$ cat config.mk
export PLATFORM = sky130hd
export DESIGN_NAME = dg0050_pc_stack
export DESIGN_NICKNAME = d
export VERILOG_FILES = /design/src/rtl/dg0050_pc_stack.sv
export SDC_FILE = /design/constraint.sdc
export NUM_CORES = 1
export LEC_CHECK = 0
export ABC_AREA = 1
export CORE_ASPECT_RATIO = 0.7
export CORE_MARGIN = 8
export CORE_UTILIZATION = 45
export CTS_BUF_LIST = sky130_fd_sc_hd__clkbuf_2
export DETAILED_ROUTE_END_ITERATION = 10
export PLACE_DENSITY = 0.76
export SLEW_MARGIN = 20
export SYNTH_ARGS = -nofsm -noshare
export SYNTH_HDL_FRONTEND = slang
export SYNTH_SLANG_ARGS = --single-unit
$ cat constraint.sdc
create_clock -name clk -period 1.7 [get_ports clk]
set_input_delay 0.255 -clock clk [delete_from_list [all_inputs] [get_ports clk]]
set_output_delay 0.255 -clock clk [all_outputs]
set_load 0.05 [all_outputs]
$ cat src/rtl/dg0050_pc_stack.sv
// Program counter with polynomial in-page counter, page register and return stack.
// Sticky stack overflow/underflow flags are built only with PCSTK_ERR_FLAGS_EN.
module dg0050_pc_stack #(
  parameter int unsigned     PL_W        = 6,
  parameter int unsigned     PU_W        = 4,
  parameter int unsigned     STACK_DEPTH = 5,
  parameter logic [PU_W-1:0] CALL_PAGE   = '1
) (
  input  logic                 clk,
  input  logic                 rst_n,
  input  logic [2:0]           cmd_i,
  input  logic [PU_W+PL_W-1:0] target_i,
  input  logic                 flag_clr_i,
  output logic [PU_W+PL_W-1:0] pc_o,
  output logic [2:0]           phase_o,
  output logic                 cyc_end_o,
  output logic [4:0]           depth_o,
  output logic                 skip_o,
  output logic                 stk_ovf_o,
  output logic                 stk_unf_o
);

  localparam int unsigned PC_W    = PU_W + PL_W;
  localparam int unsigned DEPTH_W = 5;
  localparam logic [DEPTH_W-1:0] DEPTH_MAX = DEPTH_W'(STACK_DEPTH);

  typedef enum logic [2:0] {
    CMD_NEXT  = 3'd0,
    CMD_JMP   = 3'd1,
    CMD_LJMP  = 3'd2,
    CMD_CALL  = 3'd3,
    CMD_RET   = 3'd4,
    CMD_RETSK = 3'd5,
    CMD_HOLD  = 3'd6,
    CMD_RSVD  = 3'd7
  } cmd_t;

  cmd_t               cmd;
  logic [2:0]         phase_q;
  logic               cyc_end_q;
  logic [PC_W-1:0]    pc_q, pc_n;
  logic [PC_W-1:0]    stk_q [STACK_DEPTH];
  logic [PC_W-1:0]    stk_n [STACK_DEPTH];
  logic [DEPTH_W-1:0] depth_q, depth_n;
  logic               skip_q;
  logic               ovf_ev, unf_ev;
  logic [PL_W-1:0]    pl_step;
  logic               step_en;

  assign cmd     = cmd_t'(cmd_i);
  assign step_en = (phase_q == 3'd7);
  assign pl_step = {~(pc_q[0] ^ pc_q[1]), pc_q[PL_W-1:1]};

  // Machine-cycle phase; cyc_end is registered one phase ahead.
  always_ff @(posedge clk or negedge rst_n) begin
    if (!rst_n) begin
      phase_q   <= 3'd0;
      cyc_end_q <= 1'b0;
    end else begin
      phase_q   <= phase_q + 3'd1;
      cyc_end_q <= (phase_q == 3'd6);
    end
  end

  // Next PC and stack contents for the command sampled at cycle end.
  always_comb begin
    pc_n    = pc_q;
    stk_n   = stk_q;
    depth_n = depth_q;
    ovf_ev  = 1'b0;
    unf_ev  = 1'b0;
    case (cmd)
      CMD_JMP:  pc_n = {pc_q[PC_W-1:PL_W], target_i[PL_W-1:0]};
      CMD_LJMP: pc_n = target_i;
      CMD_CALL: begin
        for (int i = 1; i < int'(STACK_DEPTH); i++) stk_n[i] = stk_q[i-1];
        stk_n[0] = {pc_q[PC_W-1:PL_W], pl_step};
        pc_n     = {CALL_PAGE, target_i[PL_W-1:0]};
        if (depth_q == DEPTH_MAX) ovf_ev = 1'b1;
        else depth_n = depth_q + 5'd1;
      end
      CMD_RET, CMD_RETSK: begin
        for (int i = 0; i < int'(STACK_DEPTH) - 1; i++) stk_n[i] = stk_q[i+1];
        stk_n[STACK_DEPTH-1] = '0;
        if (depth_q == 5'd0) begin
          pc_n   = '0;
          unf_ev = 1'b1;
        end else begin
          pc_n    = stk_q[0];
          depth_n = depth_q - 5'd1;
        end
      end
      CMD_HOLD: pc_n = pc_q;
      default:  pc_n = {pc_q[PC_W-1:PL_W], pl_step};
    endcase
  end

  always_ff @(posedge clk or negedge rst_n) begin
    if (!rst_n) begin
      pc_q    <= '0;
      stk_q   <= '{default: '0};
      depth_q <= '0;
      skip_q  <= 1'b0;
    end else if (step_en) begin
      pc_q    <= pc_n;
      stk_q   <= stk_n;
      depth_q <= depth_n;
      skip_q  <= (cmd == CMD_RETSK);
    end
  end

`ifdef PCSTK_ERR_FLAGS_EN
  logic ovf_q, unf_q;

  // Sticky flags; a new event outranks a simultaneous clear.
  always_ff @(posedge clk or negedge rst_n) begin
    if (!rst_n) begin
      ovf_q <= 1'b0;
      unf_q <= 1'b0;
    end else if (step_en) begin
      ovf_q <= ovf_ev | (ovf_q & ~flag_clr_i);
      unf_q <= unf_ev | (unf_q & ~flag_clr_i);
    end
  end

  assign stk_ovf_o = ovf_q;
  assign stk_unf_o = unf_q;
`else
  logic unused_flags;
  assign unused_flags = ^{flag_clr_i, ovf_ev, unf_ev};
  assign stk_ovf_o    = 1'b0;
  assign stk_unf_o    = 1'b0;
`endif

  assign pc_o      = pc_q;
  assign phase_o   = phase_q;
  assign cyc_end_o = cyc_end_q;
  assign depth_o   = depth_q;
  assign skip_o    = skip_q;

endmodule

=== After elaboration in Yosys (flattened, before gate mapping) ===
Cells that the tools add are included.

* Register bits: 70

* $add $sub $neg: 3
* Equality and inequality tests: 11
* Muxes and demuxes: 6
* Bitwise logic cells: 4
* Reduce and logical (&&, ||, !) cells: 8

{| class="wikitable"
|+ Operators with widths
! operator !! count
|-
| $pmux 50 s2 || 1
|-
| $pmux 10 s5 || 1
|-
| $eq 3x3->1 const B || 5
|-
| $mux 10 || 1
|-
| $mux 5 || 2
|-
| $pmux 5 s2 || 1
|-
| $reduce_and 4->1 || 2
|-
| $eq 3x2->1 const B || 2
|-
| $add 5x1->5 const B || 1
|-
| $eq 5x3->1 const B || 1
|-
| $logic_not 5->1 || 1
|-
| $sub 5x1->5 const B || 1
|-
| $ne 2x2->1 const B || 2
|-
| $reduce_and 2->1 || 2
|-
| $add 3x1->3 const B || 1
|-
| $eq 3x1->1 const B || 1
|-
| $not 1->1 || 3
|-
| $reduce_bool 3->1 || 1
|-
| $reduce_bool 2->1 || 1
|-
| $reduce_or 2->1 || 1
|-
| $xor 1x1->1 || 1
|}

=== Depth between registers and ports, before layout ===
* Depth in word-level cells: 4
* Mapped depth: 12
* Depth with buffers taken out: 10

=== Least setup slack after synthesis ===
No wires, ideal clock.

* Path kind: reg-to-reg
* Start: register phase_q[1], in the netlist phase_o[1]
* End: register depth_q[4], in the netlist depth_o[4]
* Arrival time: 1.665 ns
* Required time: 1.582 ns
* Setup slack: -0.083 ns
* Cell stages (with the launch flop): 9
* Path buffers: 1
* Cells stage by stage: dfrtp_1 ha_1 ha_1 inv_1 nor2_4 buf_6 nand3_1 nand2_1 nand2_1

* Cells in the longest elaborated chain, start to end: 2

{| class="wikitable"
|+ Ends and longest elaborated chain
! what !! RTL line !! text
|-
| start, declared || 39 || <nowiki>logic [2:0] phase_q;</nowiki>
|-
| start signal, assigned || 60 || <nowiki>phase_q <= phase_q + 3'd1;</nowiki>
|-
| $eq 3x3->1 || 51 || <nowiki>assign step_en = (phase_q == 3'd7);</nowiki>
|-
| $reduce_and 4->1 (no line) || n/a ||
|-
| end signal, assigned || 107 || <nowiki>depth_q <= depth_n;</nowiki>
|-
| end, declared || 44 || <nowiki>logic [DEPTH_W-1:0] depth_q, depth_n;</nowiki>
|}

Every way passes these cells.
A chain may end at the register's enable or synchronous reset.

=== Worst setup path after layout ===
* Start: register depth_q[0], in the netlist depth_o[0]
* End: output depth_o[0]

{| class="wikitable"
|+ RTL lines
! what !! RTL line !! text
|-
| end, declared || 17 || <nowiki>output logic [4:0] depth_o,</nowiki>
|}

No word-level cell between the ends.

==> impl_metrics.yaml <==
power_and_ir_drop:
  ir_worst_vdd_mv: 0.7919
  power.leakage_uw: 0.002173
  p_per_area_nw_per_um2: 1226
final_layout:
  drive_gt1_share_pct: 15.50
  syn_to_final_growth_pct: 23.83
  finish.net_count: 534
  diodes: 0
sta:
  hold_ws_ns: 0.2425
  rsz0062_at_grt: "false"
  max_freq_mhz: 625.8
  fin_crit_ns: 1.598
  fin_skew_ns: 0.02260
  maxSlewViolCount: 0
  hold_violations: 0
  setup_tns_ns: 0
  period_share_pct: 94.00
  setup_viol: 0
die:
  die_h_um: 90.09
  boundaryPins: 38
  core_um2: 7736
  dieWidth_um: 121.8
  dieArea_um2: 10980
  start_util_pct: 45.61
  std_cell_rows: 27
worst_setup_path:
  max_stage_delay_ns: 0.55
  end_kind: "output pin"
  crit_type: "reg2out"
  reg2reg_from: "phase_o[0]"
  cp_max_fo: 7
  required_ns: 1.44
  crit_start: "depth_o[0]"
  crit_chain: "buf_4"
  arrival_ns: 1.34
  cp_top_family: "flip-flops"
  cp.buffers_inverters: 1
  slowest_stage: "dfrtp_1"
  worstSetupStartpointType: "register"
synth:
  synth_common_cells: "nand2_1 (154), o21ai_0 (76), dfrtp_1 (70)"
  synth_top_family_by_area: "simple AND/OR/NAND/NOR gates"
  synth_xor_area_share_pct: 0.4965
  synth_compound_area_share_pct: 15.21
  async_flop_share_pct: 100.0
  synth.largest_area_cell: "dfrtp_1"
  ys_ff_latch: 70
  syn_avg_cell_area_um2: 7.789
  synth-simple-area-share_pct: 21.84
  yosysMostFrequentCell: "nand2_1"
  synthAdderAreaFrac_pct: 2.695
  yosysWarningCount: 0
  yosys-mux-area-fraction_pct: 0
  synth.yosys.seq_area_share_pct: 49.65
  ys.flop_type: "dfrtp_1"
  syn_area_um2: 3528
  netlist_top_cells_area: "dfrtp_1 (50%), nand2_1 (16%), o21ai_0 (11%), inv_1 (6.1%), nand3_1 (3.5%)"
  synth-edff-count: 0
  yosysUniqueCellTypes: 26
  synth.top_cell.area_share_pct: 49.65
  synthCells: 453
drt:
  avgViaCountPerCell: 5.139
  drt_iter0_drc: 266
  num_vias: 3171
  wl_met1_um: 4024
  drt-wirelength-per-cell_um: 13.84
  ant_nets: 0
  wl_met2_um: 3980
  firstDrtPassIters: 4
  wl_um: 8541
  wl_met3_um: 486
  top_layer: "met4"
  drc_errors: 0
global_route:
  grt_pass1_vias: 3217
  grt.overflow.total: 0
  antenna_found_initial: 0
  grt_max_degree: 71
  grt_usage_pct: 16.42
  grt_pass1_wl_um: 14700
clocking:
  clkTransAtPathRegs_ns: 0.20
  cts_tree: "yes"
  cts-htree-levels: 3
  clkLatencyLatePin_ns: 0.54
  cts_buffer_depth: 2
  numCtsBuffers: 9
  cts_num_sinks: 70
  cts_root_buffer: "clkbuf_2"
place:
  hpwlAfterDp_um: 5861
  io_buffers: 34
  place_congestion: 0.8592
worst_hold_path:
  hold_path.class: "in2async"
run_status:
  status: "complete, no violations"
flow_run:
  cap_violations: 0
## power by group
part / total (uW) / leakage (uW) / internal (uW) / switching [uW]
combinational: 1580 / 0.00118 / 566 / 1010
clock: 1560 / 0.000112 / 934 / 623
sequential: 2220 / 0.000885 / 1980 / 241
total: 5360 / 0.00217 / 3480 / 1880
## metrics by stage
step	std cells	total power (uW)	setup slack [ns]	cell area (um^2)	utilization, %
after global placement	595	3745	-0.2616	4111	53.15
final	617	5359	0.1021	4369	56.48
after detailed placement	595	3816	-0.3182	4111	53.15
after CTS	612	5387	0.02965	4329	55.96
after global routing	617	5688	0.02491	4369	56.48
after floorplan	454	3248	0.05794	3535	-
## final cells by class
| cell class | instances | area (um^2) |
|---|---|---|
| multi-input combinational | 304 | 1433 |
| timing repair buffer | 68 | 630.6 |
| clock buffer | 10 | 50.05 |
| tap | 101 | 126.4 |
| clock inverter | 6 | 157.7 |
| fill | 680 | 3367 |
| sequential | 70 | 1754 |
| inverter | 58 | 217.7 |
## registers in the layout, indices dropped and copies added, names as in the netlist
name / count
stk_q: 50
pc_o: 10
depth_o: 5
phase_o: 3
cyc_end_o: 1
skip_o: 1
## placed cells by master (no fill, tap or decap), drive strengths merged, types with 2 or more instances in the layout
cell type      netlist  layout
inv                 58      58
nand2              154     154
a21oi                2       2
clkdlybuf4s50        0      13
o211ai               5       5
dfrtp               70      70
ha                   6       6
nand3               25      25
o22ai               10      10
clkbuf               4      10
a31oi                4       4
bufinv               0       5
o21ai               78      78
conb                 1       2
nor2                13      13
buf                 18      54
## metal layers
metal  up-vias  GRT usage, %
met5         -             0
met4         0         4.708
met3         5         4.872
met2        78         26.28
met1      1530         20.91
li1       1558             -
## logic make-up (layout without fill, tap and decap cells)
family,Yosys count,count (layout)
simple gates,193,193
flops,70,70
compound gates,100,100
xor+xnor,2,2
other cells,1,2
buf+inv,80,142
fa+ha+maj,7,7
## what timing repair did
action                                 in CTS  in global routing
resized for setup                           0                  2
setup endpoints to repair                   0                 52
hold buffers                                1                  0
endpoints found under the hold margin      70                  0
buffers inserted                            0                  5
## worst paths after layout
kind | slack, ns | cells past startpoint | end
setup reg to reg | 0.12 | 8 | stk_q[22]
setup / recovery | 0.10 | 1 | depth_o[0]
hold / removal | 0.24 | 3 | stk_q[13]
max in group asynchronous | 1.16 | 3 | phase_o[0]
min in group clk | 0.34 | 3 | pc_o[7]
hold reg to reg | 0.50 | 1 | phase_o[0]
No activity file was read; power rests on OpenSTA's default activity.
